[config.mk]
export PLATFORM = sky130hd
export DESIGN_NAME = fsm_vending_machine
export DESIGN_NICKNAME = d
export VERILOG_FILES = /design/src/rtl/fsm_vending_machine.sv
export SDC_FILE = /design/constraint.sdc
export NUM_CORES = 1
export LEC_CHECK = 0
export CAP_MARGIN = 30
export CORE_AREA = 4 4 41 43
export DETAILED_ROUTE_END_ITERATION = 6
export DIE_AREA = 0 0 45 47
export GPL_ROUTABILITY_DRIVEN = 0
export PLACE_DENSITY_LB_ADDON = 0.08
export SLEW_MARGIN = 5
export SYNTH_ARGS = -nofsm -noshare
export SYNTH_HDL_FRONTEND = slang
export SYNTH_SLANG_ARGS = --single-unit
[constraint.sdc]
create_clock -name clk -period 1 [get_ports clk]
set_input_delay 0.1 -clock clk [delete_from_list [all_inputs] [get_ports clk]]
set_output_delay 0.1 -clock clk [all_outputs]
set_load 0.01 [all_outputs]
[src/rtl/fsm_vending_machine.sv]
// Coin-operated drink vending controller.
// A 4-state credit FSM (0..3 coins) decides dispensing. It takes sprite
// (2 coins) over coffee (1 coin) over a coin insert. Credit LEDs and a
// 7-segment credit display are decoded from the state register.
module fsm_vending_machine #(
  parameter bit SEG_ACTIVE_LOW = 1'b1
) (
  input  logic       clk,
  input  logic       rst_n,
  input  logic       i_coin,
  input  logic       i_coffee,
  input  logic       i_sprite,
  output logic       o_led_coffee,
  output logic       o_led_sprite,
  output logic       o_coffee,
  output logic       o_sprite,
  output logic [1:0] BCD_signal,
  output logic [7:0] o_seg
);

  typedef enum logic [1:0] {
    IDLE   = 2'd0,
    COIN_1 = 2'd1,
    COIN_2 = 2'd2,
    COIN_3 = 2'd3
  } state_t;

  state_t state;

  // Common-anode segment pattern {dp,g,f,e,d,c,b,a}; dp stays dark.
  function automatic logic [7:0] seg_decode(input logic [1:0] digit);
    logic [7:0] pat;
    case (digit)
      2'd0:    pat = 8'hC0;
      2'd1:    pat = 8'hF9;
      2'd2:    pat = 8'hA4;
      default: pat = 8'hB0;
    endcase
    return pat;
  endfunction

  // Credit FSM with registered one-cycle dispense pulses.
  // rst_n is active-high despite its name; it overrides every input.
  always_ff @(posedge clk) begin
    if (rst_n) begin
      state    <= IDLE;
      o_coffee <= 1'b0;
      o_sprite <= 1'b0;
    end else begin
      o_coffee <= 1'b0;
      o_sprite <= 1'b0;
      case (state)
        IDLE: begin
          if (i_coin) state <= COIN_1;
        end
        COIN_1: begin
          if (i_coffee) begin
            state    <= IDLE;
            o_coffee <= 1'b1;
          end else if (i_coin) begin
            state <= COIN_2;
          end
        end
        COIN_2: begin
          if (i_sprite) begin
            state    <= IDLE;
            o_sprite <= 1'b1;
          end else if (i_coffee) begin
            state    <= COIN_1;
            o_coffee <= 1'b1;
          end else if (i_coin) begin
            state <= COIN_3;
          end
        end
        COIN_3: begin
          // A coin at full credit is swallowed; credit saturates here.
          if (i_sprite) begin
            state    <= COIN_1;
            o_sprite <= 1'b1;
          end else if (i_coffee) begin
            state    <= COIN_2;
            o_coffee <= 1'b1;
          end
        end
        default: state <= IDLE;
      endcase
    end
  end

  // Affordability LEDs, credit readout and display decode straight from state.
  always_comb begin
    o_led_coffee = (state != IDLE);
    o_led_sprite = (state == COIN_2) || (state == COIN_3);
    BCD_signal   = state;
    o_seg        = SEG_ACTIVE_LOW ? seg_decode(state) : ~seg_decode(state);
  end

endmodule

==> results of run 1 <==
## kinds of logic (layout without fill, tap and decap cells)
group | after synthesis | count (layout) | share of synthesized area, %
simple gates | 9 | 9 | 18.6
other cells | 2 | 2 | 3.19
compound gates | 6 | 6 | 18.6
buf+inv | 10 | 28 | 25.5
flops | 4 | 4 | 34.0
## per-layer routing
layer / up-vias / wire length (um) / GRT usage [%] / part of all wire [%]
li1: 129 / - / - / -
met1: 117 / 264 / 8.18 / 39
met2: 15 / 324 / 12.1 / 48
met3: 2 / 77 / 2.68 / 11
met4: 0 / 16 / 5.26 / 2.3
met5: - / 0 / 0 / 0
## power groups by stage
stage          clock network [mW]  logic (mW)  registers (mW)
3_5_place_dp                    0       0.135           0.173
3_3_place_gp                    0       0.134           0.172
2_1_floorplan                   0      0.0576           0.176
4_1_cts                     0.207       0.126           0.169
5_1_grt                     0.212       0.138           0.171
6_report                    0.204       0.127           0.170
## worst paths after layout
| kind | start | end | slack [ps] | depth (start not counted) |
|---|---|---|---|---|
| worst max-delay path | BCD_signal[1] | o_led_coffee | -60 | 2 |
| worst min-delay path | rst_n | BCD_signal[0] | 490 | 2 |
| worst max register to register | BCD_signal[1] | BCD_signal[0] | -10 | 4 |
| worst min register to register | BCD_signal[0] | BCD_signal[0] | 650 | 3 |
## per-stage QoR
| step | power [mW] | TNS, ps | cells | instance area (um2) | setup slack, ps |
|---|---|---|---|---|---|
| final | 0.501 | -135 | 64 | 413 | -63.0 |
| after global routing | 0.520 | -312 | 64 | 413 | -86.2 |
| after CTS | 0.502 | -152 | 64 | 410 | -71.4 |
| after detailed placement | 0.308 | -1830 | 61 | 413 | -214 |
| after global placement | 0.307 | -1730 | 61 | 413 | -207 |
| after floorplan | 0.234 | 0 | 31 | 238 | 5.71 |
## cells in the final DEF (no fill, tap or decap), drive strengths merged, types with 2 or more instances in the layout
master,count
buf,15
clkdlybuf4s50,4
clkbuf,4
dfxtp,4
inv,3
nor2,3
a21oi,3
nand2,2
conb,2
dlygate4sd2,2
## flip-flops by register name (all words and copies together), names as in the netlist
register	flops
o_sprite	1
BCD_signal	2
o_coffee	1
## area by class of cell
type	count	share of cell area, %
Clock buffer	3	5.45
Inverter	3	2.73
Multi-Input combinational cell	17	25.8
Sequential cell	4	20.6
Tap cell	15	4.55
Timing Repair Buffer	22	40.9
## repair_timing
| item | in CTS | in global routing |
|---|---|---|
| gates resized for setup | 46 | 3 |
| setup buffers | 0 | 0 |
| hold buffers | 0 | 0 |
| endpoints found under the setup margin | 13 | 7 |
| gates cloned | 0 | 0 |
| pin swaps | 1 | 1 |
## critical path, stage by stage, from the launching register on
cell	delay (ps)
dfxtp_4	350
or2_4	250
buf_6	120
==> results.md, run 1 <==
| Metric | Value | Unit |
|---|---|---|
| Outcome | finished with violations | - |
| Violations in the final reports | negative setup slack | - |
| Synth cell types | 17 | - |
| Area of the mapped netlist | 235 | um2 |
| Cell count after synthesis | 31 | - |
| Filler cells | 151 | - |
| Dominant register cell in the synthesized netlist | dfxtp_1 | - |
| Count of vias placed by the detailed router | 263 | - |
| WS Path Type | reg2out | - |
| Required arrival time at the worst endpoint | 900 | ps |
| Later-pin clock latency in the skew report | 240 | ps |
| Async set-or-reset flop fraction in the synthesized netlist | 0 | % |
| Die area | 2120 | um2 |
| Num CTS Buffers | 3 | - |
| Data arrival time of the worst path | 960 | ps |
| Internal power | 0.371 | mW |
| H-tree levels | 1 | - |
| Ratio of total power to cell area | 1210 | nW/um2 |
| Final cell utilization of the core | 31.7 | % |
| Leakage power summed over all cells | 0.214 | nW |
| Routed len/inst | 10.7 | um |
| Final hold viol count | 0 | - |
| Peak ir drop on the vdd network | 0.000399 | V |
| Final wirelength | 682 | um |
| Net count of the mapped netlist | 36 | - |
| Pin count of the biggest net entering global routing | 6 | - |
| Net switching share of the total power | 26.1 | % |
| Setup repair after global routing missed its margin | yes | - |
| Syn avg cell area | 7.59 | um2 |
| Total DRC errors in the routed layout | 0 | - |
| Clock-pin slew of the registers on the worst-case setup and hold paths | 40 | ps |
| Number of iterations in the first detailed-routing pass | 2 | - |
| Die Y | 47 | um |
| Std cell rows | 13 | - |
| Register share of total power | 33.8 | % |
| Top Ports | 19 | - |
| Overflow left after global routing | 0 | - |
| Number of DRC violations after detailed-routing iteration 0 | 4 | - |
| Endpoint class of the critical path | primary output | - |
| Shortest period the worst path allows | 1060 | ps |
| Gate power share | 25.4 | % |
| Area growth from synthesis to layout | 75.5 | % |
| Tightest Hold Check Type | in2reg | - |
| Top cells by area in the synthesized netlist | dfxtp_1 (34%), buf_4 (13%), buf_6 (4.8%) | - |
| Final Max Tran Viols | 0 | - |
| Vias/cell | 4.11 | - |
| Number of storage elements in the synthesis netlist | 4 | - |
| Floorplan core area | 1300 | um2 |
| # setup viols final | 3 | - |
| Worst setup margin | -63.0 | ps |
| Switching power summed over all nets | 0.131 | mW |
| Power share of the clock group | 40.8 | % |
| Die Wd | 45 | um |
| Count of yosys warnings during synthesis | 0 | - |
| Initial antenna violation count | 0 | - |
| Worst Path Max Fanout | 5 | - |
| Remaining antenna violation count | 0 | - |
| Layout net count | 56 | - |
| Initial Utilization | 18.1 | % |
| Clock tree root buffer cell | clkbuf_4 | - |
| Sequential cell area | 85.1 | um2 |
| Period utilisation layout | 106 | % |
| Global-route wire length before repair | 1120 | um |
| Tightest hold margin | 493 | ps |
| Worst-case clock buffer depth | 2 | - |
| Quantity of I/O buffers inserted on ports | 16 | - |
| Area of the multi-input gates | 106 | um2 |
| Leading cell types by count after synthesis | buf_4 (4), dfxtp_1 (4), inv_1 (3), nor2_1 (3) | - |
| Antenna cells | 0 | - |
| CTS tree | yes | - |
| Vias in the first global route | 265 | - |
| Post-synth top area share | 34.0 | % |
| Sequential-to-total area share from yosys stat | 34.0 | % |
| Setup clock skew after layout | 0.957 | ps |
| Yosys top cell by area | dfxtp_1 | - |
| Post-synth EDFFs | 0 | - |
| Clk sink count | 4 | - |
| Fmax | 941 | MHz |
| HPWL reported at the end of detailed placement | 528 | um |
| Share of post-route cells with drive strength above 1 | 51.0 | % |
| Overall Global Routing Usage | 7.50 | % |
| Critical path startpoint category | flip-flop | - |
| Reported max-cap violation count | 0 | - |
Power figures use the tool's default switching activity.
==> run 2: changes to the inputs <==
- DONT_BUFFER_PORTS: default -> 1
==> run 2 against run 1 <==
Compared with the run above:
- the run ends with negative hold slack, negative setup slack left
- critical endpoint unchanged
- register-to-register slack gained 60 ps
- combinational power shrank 26%
- final area shrank 15%
- worst setup slack gained 8.9 ps
==> results.md, run 2 (synthesis results as in run 1) <==
| Metric | Value | Unit |
|---|---|---|
| Count of vias placed by the detailed router | 200 | - |
| Worst reg2reg endpoint | BCD_signal[0] | - |
| Reported max-cap violation count | 0 | - |
| Clock tree root buffer cell | clkbuf_4 | - |
| Hold Crit Start | i_coin | - |
| Ratio of total power to cell area | 1310 | nW/um2 |
| Shortest period the worst path allows | 1050 | ps |
| Final Max Tran Viols | 0 | - |
| Later-pin clock latency in the skew report | 230 | ps |
| Crit-path cells | or2_4 -> buf_6 | - |
| Tightest Hold Check Type | in2reg | - |
| Highest-count cells in the layout ignoring fill and taps | buf_6 (5), buf_4 (4), clkbuf_4 (3) | - |
| Final cell utilization of the core | 27.0 | % |
| Number of instances on the worst hold path | 2 | - |
| Total DRC errors in the routed layout | 0 | - |
| Outcome | finished with violations | - |
| Violations in the final reports | negative hold slack, negative setup slack | - |
| Leakage power summed over all cells | 0.155 | nW |
| Remaining antenna violation count | 0 | - |
| Data arrival time of the worst path | 950 | ps |
| Share of post-route cells with drive strength above 1 | 54.1 | % |
| Number of iterations in the first detailed-routing pass | 1 | - |
| R2r setup slk | 50 | ps |
| Most common library cell in the layout ignoring fill and taps | buf_6 | - |
| Period utilisation layout | 105 | % |
| Clk sink count | 4 | - |
| Die Wd | 45 | um |
| Antenna cells | 0 | - |
| Endpoint class of the critical path | primary output | - |
| H-tree levels | 1 | - |
| Std cell rows | 13 | - |
| Post-place instance area | 253 | um2 |
| Category of cells accounting for the largest share of critical-path delay | flip-flops | - |
| Launch point of the worst reg-to-reg path | BCD_signal[1] | - |
| Peak ir drop on the vdd network | 0.000376 | V |
| Pwr Total | 0.462 | mW |
| Maximum single-stage delay on the critical path | 340 | ps |
| Overall Global Routing Usage | 5.85 | % |
| Setup clock skew after layout | 1.80 | ps |
| Number of DRC violations after detailed-routing iteration 0 | 0 | - |
| Routed len/inst | 10.5 | um |
| CTS tree | yes | - |
| Post-placement worst setup slack | 54.4 | ps |
| Number of cells on the worst reg-to-reg path | 4 | - |
| Quantity of I/O buffers inserted on ports | 0 | - |
| Final wirelength | 544 | um |
| Final hold viol count | 1 | - |
| Area growth from synthesis to layout | 49.5 | % |
| Initial Utilization | 18.1 | % |
| Critical path startpoint category | flip-flop | - |
| Worst setup margin | -54.0 | ps |
| Die area | 2120 | um2 |
| Die Y | 47 | um |
| Top Ports | 19 | - |
| Global-route wire length before repair | 848 | um |
| Max stage delay cell, worst path | dfxtp_2 | - |
| Clock-pin slew of the registers on the worst-case setup and hold paths | 40 | ps |
| Post-route standard cell area excluding fillers | 352 | um2 |
| Tightest hold margin | -0.140 | ps |
| WS Path Type | reg2out | - |
| Fmax | 949 | MHz |
| # setup viols final | 4 | - |
| Flip-flop count of the largest register, all copies and words added | 2 | - |
| Initial antenna violation count | 0 | - |
| Setup repair after global routing missed its margin | yes | - |
| Hold Path End | BCD_signal[1] | - |
| Worst-case clock buffer depth | 2 | - |
| Required arrival time at the worst endpoint | 900 | ps |
| Floorplan core area | 1300 | um2 |
| Pin count of the biggest net entering global routing | 7 | - |
| Num CTS Buffers | 3 | - |
| Worst Path Max Fanout | 6 | - |
| Crit path buf inv count | 1 | - |
| Overflow left after global routing | 0 | - |
| Layout net count | 44 | - |
| Vias in the first global route | 195 | - |
| Vias/cell | 3.85 | - |
[run 2: cell count changes in the layout (fill, tap and decap cells not counted), moves of 2 or more]
cell | before | now
buf_2 | 7 | 0
clkdlybuf4s50_1 | 4 | 0
buf_6 | 3 | 5
dlygate4sd2_1 | 2 | 0
[run 2: layer usage]
layer,up-vias,wire length (um),track usage (%)
met5,-,0,0
met4,0,0,5.26
met3,0,72,2.68
met2,11,245,7.91
met1,83,225,6.83
li1,106,-,-
[run 2: power by group]
group          switching, mW  internal (mW)  leakage (nW)
Clock                 0.0630          0.134        0.0138
Combinational         0.0441         0.0494         0.107
Sequential           0.00688          0.165        0.0337
[run 2: metrics by stage]
step                      hold WS [ps]  TNS, ps  instances
after CTS                         19.0     -307         52
after global placement             174        0         45
after detailed placement           173        0         45
after global routing              4.22     -372         52
final                           -0.140     -213         52
after floorplan                    169        0         31
[run 2: worst reg2reg max path: cells and delay by family, from the launching register on]
family                 cells  cell delay (ps)
AOI/OAI and AO/OA          3              400
buffers and inverters      1              120
DFF                        1              350
[run 2: timing repair]
item	4_1_cts	5_1_grt
pin swaps	1	2
setup buffers	3	0
hold buffers	1	0
endpoints found under the hold margin	4	0
gates resized for setup	7	7
setup endpoints to repair	6	7
[run 2: area by class of cell]
cell class / count / area (um2)
multi-input combinational: 17 / 115
tap: 15 / 18.8
inverter: 3 / 13.8
sequential: 4 / 85.1
timing repair buffer: 10 / 96.3
fill: 152 / 950
clock buffer: 3 / 22.5
[run 2: how the worst max path moves through the flow]
stage	startpoint	to	slack [ps]	cells after the start
final	BCD_signal[0]	o_led_coffee	-50	2
after global placement	BCD_signal[1]	BCD_signal[0]	50	3
after CTS	BCD_signal[1]	o_seg[3]	-70	3
after detailed placement	BCD_signal[1]	BCD_signal[0]	50	3
after floorplan	BCD_signal[0]	BCD_signal[1]	6	3
after global routing	BCD_signal[0]	o_seg[5]	-90	2
